===== config.mk =====
export PLATFORM = sky130hd
export DESIGN_NAME = cache_fill_ctrl_flat
export DESIGN_NICKNAME = d
export VERILOG_FILES = /design/src/rtl/cache_fill_ctrl_if.sv /design/src/rtl/cache_fill_ctrl.sv /design/src/flat_wrapper.sv
export SDC_FILE = /design/constraint.sdc
export NUM_CORES = 1
export LEC_CHECK = 0
export CAP_MARGIN = 20
export CORE_MARGIN = 1
export CORE_UTILIZATION = 40
export DETAILED_ROUTE_END_ITERATION = 8
export HOLD_SLACK_MARGIN = 0.03
export PLACE_DENSITY = 0.83
export SLEW_MARGIN = 40
export SYNTH_ARGS = -nofsm -noshare
export SYNTH_HDL_FRONTEND = slang
export SYNTH_SLANG_ARGS = --single-unit
export TNS_END_PERCENT = 30

===== constraint.sdc =====
create_clock -name clk -period 6.1 [get_ports clk]
set_input_delay 0.61 -clock clk [delete_from_list [all_inputs] [get_ports clk]]
set_output_delay 0.61 -clock clk [all_outputs]
set_load 0.05 [all_outputs]

===== src/rtl/cache_fill_ctrl_if.sv =====
// Memory read port of the cache fill controller: read requests out, in-order read data back.
interface cache_fill_ctrl_if #(
    parameter int ADDR_W = 16,
    parameter int DATA_W = 16
);
    logic              mem_read_en;
    logic [ADDR_W-1:0] memory_address;
    logic              memory_busy;
    logic [DATA_W-1:0] memory_data;
    logic              memory_data_valid;

    modport master (
        output mem_read_en,
        output memory_address,
        input  memory_busy,
        input  memory_data,
        input  memory_data_valid
    );

    modport slave (
        input  mem_read_en,
        input  memory_address,
        output memory_busy,
        output memory_data,
        output memory_data_valid
    );
endinterface


===== src/rtl/cache_fill_ctrl.sv =====
// Cache block fill controller: issues WORDS pipelined reads per miss and writes returns into the array.
// Define CRITICAL_WORD_FIRST_EN to start the read order at the missed word instead of word 0.
module cache_fill_ctrl #(
    parameter int ADDR_W  = 16,
    parameter int DATA_W  = 16,
    parameter int WORDS   = 8,
    parameter int MAX_OUT = 8
) (
    input  logic                     clk,
    input  logic                     rst,
    input  logic                     miss_detected,
    input  logic [ADDR_W-1:0]        miss_address,
    cache_fill_ctrl_if.master        mem,
    output logic                     fsm_busy,
    output logic                     write_data_array,
    output logic [$clog2(WORDS)-1:0] word_index,
    output logic                     write_tag_array,
    output logic [DATA_W-1:0]        crit_data,
    output logic                     crit_valid
);
    localparam int WI = $clog2(WORDS);
    localparam int OB = $clog2(DATA_W / 8);
    localparam int OW = $clog2(MAX_OUT + 1);
    localparam logic [ADDR_W-1:0] BLOCK_MASK = ADDR_W'((WORDS << OB) - 1);

    localparam logic [1:0] IDLE  = 2'd0;
    localparam logic [1:0] REQ   = 2'd1;
    localparam logic [1:0] DRAIN = 2'd2;
    localparam logic [1:0] DONE  = 2'd3;

    logic [1:0]        state;
    logic [ADDR_W-1:0] base;
    logic [WI-1:0]     req_cnt;
    logic [WI-1:0]     ret_cnt;
    logic [OW-1:0]     outstanding;
    logic [WI-1:0]     crit_word;
    logic [WI-1:0]     start_word;
    logic [WI-1:0]     req_word;
    logic [WI-1:0]     ret_word;
    logic              issue;
    logic              ret;
    logic              crit_hit;

    assign crit_word = base[OB +: WI];

`ifdef CRITICAL_WORD_FIRST_EN
    assign start_word = crit_word;
`else
    assign start_word = '0;
`endif

    // Counters only count issued/returned reads; the word actually touched is offset by the start word.
    assign req_word = start_word + req_cnt;
    assign ret_word = start_word + ret_cnt;
    assign ret      = mem.memory_data_valid && ((state == REQ) || (state == DRAIN));
    assign crit_hit = ret && (ret_word == crit_word);

    // A return in the same cycle frees a slot, so a full pipeline can still issue.
    assign issue = (state == REQ) && !mem.memory_busy
                   && ((outstanding < OW'(MAX_OUT)) || ret);

    assign mem.mem_read_en    = issue;
    assign mem.memory_address = (state == REQ)
                                ? ((base & ~BLOCK_MASK) | (ADDR_W'(req_word) << OB))
                                : '0;

    // The IDLE term is gated by reset so the stall never leaks out while the block is held in reset.
    assign fsm_busy = (state == REQ) || (state == DRAIN)
                      || ((state == IDLE) && miss_detected && rst);
    assign write_data_array = ret;
    assign word_index       = ret ? ret_word : '0;
    assign write_tag_array  = (state == DONE);

    always_ff @(posedge clk or negedge rst) begin
        if (!rst) begin
            state <= IDLE;
            base  <= '0;
        end else begin
            case (state)
                IDLE: begin
                    if (miss_detected) begin
                        state <= REQ;
                        base  <= miss_address;
                    end
                end
                REQ: begin
                    if (issue && (req_cnt == WI'(WORDS - 1))) state <= DRAIN;
                end
                DRAIN: begin
                    if (ret && (ret_cnt == WI'(WORDS - 1))) state <= DONE;
                end
                default: state <= IDLE;
            endcase
        end
    end

    // Both word counters wrap back to zero on the last word, so a fresh fill starts clean.
    always_ff @(posedge clk or negedge rst) begin
        if (!rst) begin
            req_cnt     <= '0;
            ret_cnt     <= '0;
            outstanding <= '0;
        end else begin
            if (issue) req_cnt <= req_cnt + WI'(1);
            if (ret)   ret_cnt <= ret_cnt + WI'(1);
            if (issue && !ret)      outstanding <= outstanding + OW'(1);
            else if (!issue && ret) outstanding <= outstanding - OW'(1);
        end
    end

    always_ff @(posedge clk or negedge rst) begin
        if (!rst) begin
            crit_data  <= '0;
            crit_valid <= 1'b0;
        end else begin
            crit_valid <= crit_hit;
            if (crit_hit) crit_data <= mem.memory_data;
        end
    end
endmodule


===== src/flat_wrapper.sv =====
// flat-port wrapper written by rule: the top's interface ports become plain ports
module cache_fill_ctrl_flat 
#(
    parameter int ADDR_W  = 16,
    parameter int DATA_W  = 16,
    parameter int WORDS   = 8,
    parameter int MAX_OUT = 8
)
  (clk, rst, miss_detected, miss_address, fsm_busy, write_data_array, word_index, write_tag_array, crit_data, crit_valid, mem_mem_read_en, mem_memory_address, mem_memory_busy, mem_memory_data, mem_memory_data_valid);
  cache_fill_ctrl_if #(.ADDR_W(ADDR_W), .DATA_W(DATA_W)) mem_i ();
  input  logic clk;
  input  logic rst;
  input  logic miss_detected;
  input  logic [ADDR_W-1:0] miss_address;
  output logic fsm_busy;
  output logic write_data_array;
  output logic [$clog2(WORDS)-1:0] word_index;
  output logic write_tag_array;
  output logic [DATA_W-1:0] crit_data;
  output logic crit_valid;
  output wire logic [$bits(mem_i.mem_read_en)-1:0] mem_mem_read_en;
  output wire logic [$bits(mem_i.memory_address)-1:0] mem_memory_address;
  input wire logic [$bits(mem_i.memory_busy)-1:0] mem_memory_busy;
  input wire logic [$bits(mem_i.memory_data)-1:0] mem_memory_data;
  input wire logic [$bits(mem_i.memory_data_valid)-1:0] mem_memory_data_valid;
  assign mem_mem_read_en = mem_i.mem_read_en;
  assign mem_memory_address = mem_i.memory_address;
  assign mem_i.memory_busy = mem_memory_busy;
  assign mem_i.memory_data = mem_memory_data;
  assign mem_i.memory_data_valid = mem_memory_data_valid;
  cache_fill_ctrl #(.ADDR_W(ADDR_W), .DATA_W(DATA_W), .WORDS(WORDS), .MAX_OUT(MAX_OUT)) u_core (.clk(clk), .rst(rst), .miss_detected(miss_detected), .miss_address(miss_address), .mem(mem_i), .fsm_busy(fsm_busy), .write_data_array(write_data_array), .word_index(word_index), .write_tag_array(write_tag_array), .crit_data(crit_data), .crit_valid(crit_valid));
endmodule

==> flow_summary.yaml, run 1 <==
clocking:
  ctsResizeCount: 0
  clockBufferDepth: 2
  clk-insertion-delay-late_ns: 0.29
  cts.sinks: 44
  post-cts-setup-buffers: 0
  clk_pin_slew_ns: 0.08
  cts-root-buf: "clkbuf_8"
  cts_tree: "built"
  h-tree-depth: 2
  cts_made_buffers: 5
  cts_hold_buf: 0
die:
  core_um2: 4850
  chipHeight_um: 73.8
  die_w_um: 73.8
  rows: 25
  start_util: 0.426
  fp.dieArea_um2: 5450
  pin_count: 77
layout:
  fillCellCount: 419
  finalInstanceArea_um2: 2950
  instances_no_fill: 296
  fin_util: 0.609
  antenna_cells: 0
  nets: 279
  synthToLayoutAreaGrowth_pct: 43.0
  drive_gt1_frac: 0.227
synth:
  synth_edf_count: 0
  netlist.area_leader.share: 0.533
  ys.flop_type: "dfrtp_1"
  syn-num-nets: 200
  syn_avg_cell_area_um2: 13.8
  yosysMostFrequentCell: "dfrtp_1"
  yosys-top-cells-count: "dfrtp_1 (44), mux2_2 (37), and2_1 (15), ha_1 (12), inv_1 (6)"
  synthArstFlopShare: 1.00
  synth_area_um2: 2060
  synth_cells: 150
  synth_area_leader_cell: "dfrtp_1"
  synth.area.top_cells: "dfrtp_1 (53%), mux2_2 (20%), ha_1 (7.3%)"
  ys_seq_area_frac: 0.533
  ys_types: 25
  ys_ff_latch: 44
  yosysWarnings: 0
setup_path:
  r2r_slack_ns: 3.25
  cp_max_fo: 18
  path_cells: "inv_1 -> ha_1 -> nand2b_1 -> a21oi_1 -> clkdlybuf4s50_1"
  crit_type: "flop to output pin"
  critPathBufInv: 2
  worstPathArrival_ns: 2.71
  cp_slowest_cell: "clkdlybuf4s50_1"
  critical_path.top_delay_family: "buffers and inverters"
  cp-start-kind: "flop"
  slowest_delay_ns: 0.90
  cp-end-kind: "output pin"
  crit_required_ns: 5.49
timing:
  layout_setup_ws_ns: 2.78
  worst_slew_pin_slew_ns: 0.623
  maxSlewViolCount: 0
  rsz0062_at_grt: "no"
  setup-violations-final: 0
  timing.fmax_mhz: 301
  fin_crit_sh: 0.545
  slew_headroom: 0.583
  fin_skew_ns: 0.00773
  tns_ns: 0
  hold_viol: 0
  holdWs_ns: 0.300
  final.min_clock_period_ns: 3.32
place:
  gp_congestion: 0.752
  hpwl_um: 2950
  port_buffers: 74
  dpl.cell_count: 289
  place_ws_ns: 2.90
  place_area_um2: 2880
global_route:
  grt_pass1_vias: 1456
  grt_pass1_wl_um: 6500
  grt_overflow_total: 0
  grt_max_degree: 46
  antenna_found_initial: 0
  track_usage: 0.157
detailed_routing:
  vias_per_cell: 4.80
  wl_um: 4020
  initialDrtViolationCount: 44
  dr.pass1.iters: 4
  drc: 0
  wl_per_cell_um: 13.6
  vias: 1420
  detail-route-antenna-nets: 0
flow_run:
  maxCapViolations: 0
power_and_ir_drop:
  cellLeakagePower_nw: 1.27
  finalPower_mw: 1.82
  irDropWorstVdd_mv: 0.281
  p_per_area_nw_per_um2: 616
status:
  status: "completed"
min_path:
  hold_class: "input pin to async pin"
layout by cell type (no fill, tap or decap), types with 3 or more instances in the layout:
master           instances
buf_4                    3
ha_1                    12
clkbuf_8                 5
and2_1                  15
xnor2_1                  4
clkdlybuf4s50_1         73
and3_2                   3
xor2_1                   4
dfrtp_1                 44
a21oi_1                  4
inv_1                    6
mux2_2                  37
worst register-to-register path, cell delays in order (launching register included):
cell and delay, ns:
dfrtp_1 0.43, inv_1 0.10, ha_1 0.50, nand2b_1 0.10, a21oi_1 0.40, ha_1 0.22, inv_1 0.09, ha_1 0.33
a21oi_1 0.20, a21oi_1 0.10, o21bai_1 0.18, xnor2_1 0.14
cell type report:
class	instances	area, µm²	share of cell area
well taps	67	83.8	0.0284
flip-flops and latches	44	1100	0.373
multi-input cells	96	915	0.310
repair buffers	76	753	0.255
inverters	6	22.5	0.00763
clock buffers	6	72.6	0.0246
clock inverters	1	5.00	0.00169
registers in the layout, indices dropped and copies added (netlist names):
name / flops
u_core.base: 15
u_core.crit_data: 16
u_core.crit_valid: 1
u_core.outstanding: 4
u_core.req_cnt: 3
u_core.ret_cnt: 3
u_core.state: 2
routing by layer:
metal / routed length, µm / share of wire / up-vias / global-route usage
met3: 308 / 0.077 / 2 / 0.0604
met5: 0 / 0 / - / 0
li1: - / - / 670 / -
met4: 7 / 0.0017 / 0 / 0.0321
met2: 1990 / 0.49 / 53 / 0.262
met1: 1710 / 0.43 / 695 / 0.195
worst paths after layout:
kind,from,end,cells after the start
max in group asynchronous,rst,u_core.base[10]$_DFFE_PN0P_,1
min,rst,u_core.req_cnt[0]$_DFFE_PN0P_,1
min in group clk,u_core.base[5]$_DFFE_PN0P_,u_core.base[5]$_DFFE_PN0P_,1
min reg2reg,u_core.base[5]$_DFFE_PN0P_,u_core.base[5]$_DFFE_PN0P_,1
max,u_core.state[1]$_DFFE_PN0P_,mem_mem_read_en,5
max reg2reg,u_core.state[1]$_DFFE_PN0P_,u_core.outstanding[3]$_DFFE_PN0P_,11
logic make-up (layout without fill, tap and decap cells):
family	count (synthesis)	after routing	synth area share
AND/OR/NAND/NOR	26	26	0.0873
adder cells (fa/ha/maj)	13	13	0.0824
AO/OA/AOI/OAI	10	10	0.0309
buffers and inverters	10	89	0.0236
other	1	1	0.00182
flip-flops	44	44	0.533
XOR/XNOR	8	8	0.0339
multiplexers	38	38	0.207
report_power, final:
group          internal, mW  switching [mW]
clock                0.0779          0.0927
combinational         0.462           0.648
sequential            0.443          0.0953
Note: power is estimated with default switching activity, not from simulation.
==> run 2, diff against run 1 <==
Clock period 6.1 ns to 3.2 ns, I/O delays scaled along.
==> flow_summary.yaml, run 2 (synthesis gave the netlist of run 1 again) <==
global_route:
  grt_pass1_vias: 1445
  track_usage: 0.158
  antenna_found_initial: 0
  grt_max_degree: 45
  grt_pass1_wl_um: 6390
  grt_overflow_total: 0
detailed_routing:
  drc: 0
  wl_um: 3820
  dr.pass1.iters: 4
  detail-route-antenna-nets: 0
  vias_per_cell: 4.64
  wl_per_cell_um: 12.9
  initialDrtViolationCount: 64
  vias: 1377
power_and_ir_drop:
  cellLeakagePower_nw: 1.30
  p_per_area_nw_per_um2: 1200
  irDropWorstVdd_mv: 0.660
setup_path:
  r2r_slack_ns: 0.57
  worstPathArrival_ns: 2.50
  path_cells: "inv_1 -> ha_1 -> nand2_4 -> a21oi_2 -> clkdlybuf4s50_1"
  r2r_cells: 11
  slowest_delay_ns: 0.87
  crit-reg2reg-launch: "u_core.state[1]$_DFFE_PN0P_"
  crit_required_ns: 2.88
  cp-end-kind: "output pin"
  cp-start-kind: "flop"
  cp_max_fo: 6
  rr_endpoint: "u_core.outstanding[3]$_DFFE_PN0P_"
  crit_type: "flop to output pin"
  cp_slowest_cell: "clkdlybuf4s50_1"
  crit_end: "mem_mem_read_en"
  startpoint: "u_core.state[1]$_DFFE_PN0P_"
clocking:
  h-tree-depth: 2
  post-cts-setup-buffers: 0
  ctsResizeCount: 0
  clockBufferDepth: 2
  cts_made_buffers: 5
  cts_tree: "built"
  cts_hold_buf: 0
  cts.sinks: 44
  clk-insertion-delay-late_ns: 0.29
  cts-root-buf: "clkbuf_8"
  clk_pin_slew_ns: 0.08
place:
  hpwl_um: 2810
  place_area_um2: 2880
  gp_congestion: 0.783
  port_buffers: 74
layout:
  drive_gt1_frac: 0.239
  layout_commonest_cell: "clkdlybuf4s50_1"
  multi_input_area_um2: 918
  largest_reg_flops: 16
  largest-register: "u_core.crit_data"
  nets: 280
  reg_top3: "u_core.crit_data: 16 flops, u_core.base: 15 flops, u_core.outstanding: 4 flops"
  synthToLayoutAreaGrowth_pct: 45.9
  antenna_cells: 0
  finalInstanceArea_um2: 3010
  fillCellCount: 392
  final_cell_mix: "clkdlybuf4s50_1 (73), dfrtp_1 (44), mux2_2 (37), and2_1 (15), ha_1 (12)"
  ff_latch_area_um2: 1100
die:
  start_util: 0.426
  rows: 25
  die_w_um: 73.8
  fp.dieArea_um2: 5450
  pin_count: 77
  core_um2: 4850
  chipHeight_um: 73.8
timing:
  final.min_clock_period_ns: 2.82
  tns_ns: 0
  setup-violations-final: 0
  worst_slew_pin_slew_ns: 0.619
  slew_headroom: 0.587
  rsz0062_at_grt: "no"
  maxSlewViolCount: 0
  timing.fmax_mhz: 355
  fin_crit_sh: 0.880
  hold_viol: 0
  holdWs_ns: 0.116
  fin_skew_ns: 0.00540
flow_run:
  maxCapViolations: 0
min_path:
  hold_class: "input pin to async pin"
status:
  status: "completed"
run 2: per-layer routing:
layer	vias to the layer above	track usage	routed length, µm
li1	671	-	-
met1	645	0.177	1670
met2	53	0.259	1780
met5	-	0	0
met4	0	0.0833	52
met3	8	0.0617	315
run 2: layout make-up:
type	instances	share of cell area
Inverter	6	0.00748
Clock inverter	2	0.0199
Sequential cell	44	0.365
Clock buffer	5	0.0228
Timing Repair Buffer	77	0.252
Tap cell	67	0.0278
Multi-Input combinational cell	96	0.305
run 2: critical path, delay by kind of cell (launching register included):
kind / cells / cell delay, ns
buffers and inverters: 2 / 0.96
flip-flops: 1 / 0.42
adder cells (fa/ha/maj): 1 / 0.40
AO/OA/AOI/OAI: 1 / 0.30
AND/OR/NAND/NOR: 1 / 0.12
run 2: metrics by stage:
step                instances  utilization  power [mW]  setup slack [ns]
floorplan                 150            -        2.54             0.409
global placement          290        0.595        3.11             0.660
detailed placement        290        0.595        3.16             0.584
CTS                       297        0.621        3.66             0.366
global route              297        0.621        3.84             0.242
finish                    297        0.621        3.61             0.383
run 2: where the power goes:
| part | total [mW] | internal [mW] | switching, mW |
|---|---|---|---|
| sequential | 1.01 | 0.844 | 0.170 |
| clock | 0.485 | 0.307 | 0.178 |
| combinational | 2.11 | 0.880 | 1.23 |
| total | 3.61 | 2.03 | 1.58 |
run 2: how the worst min path moves through the flow:
stage	slack (ns)	startpoint	cells after the start	end
finish	0.12	rst	2	u_core.state[0]$_DFFE_PN0P_
global route	0.17	rst	2	u_core.state[0]$_DFFE_PN0P_
CTS	0.14	rst	2	u_core.base[12]$_DFFE_PN0P_
detailed placement	0.46	rst	2	u_core.state[0]$_DFFE_PN0P_
global placement	0.46	rst	2	u_core.state[0]$_DFFE_PN0P_
floorplan	0.02	rst	0	u_core.base[10]$_DFFE_PN0P_
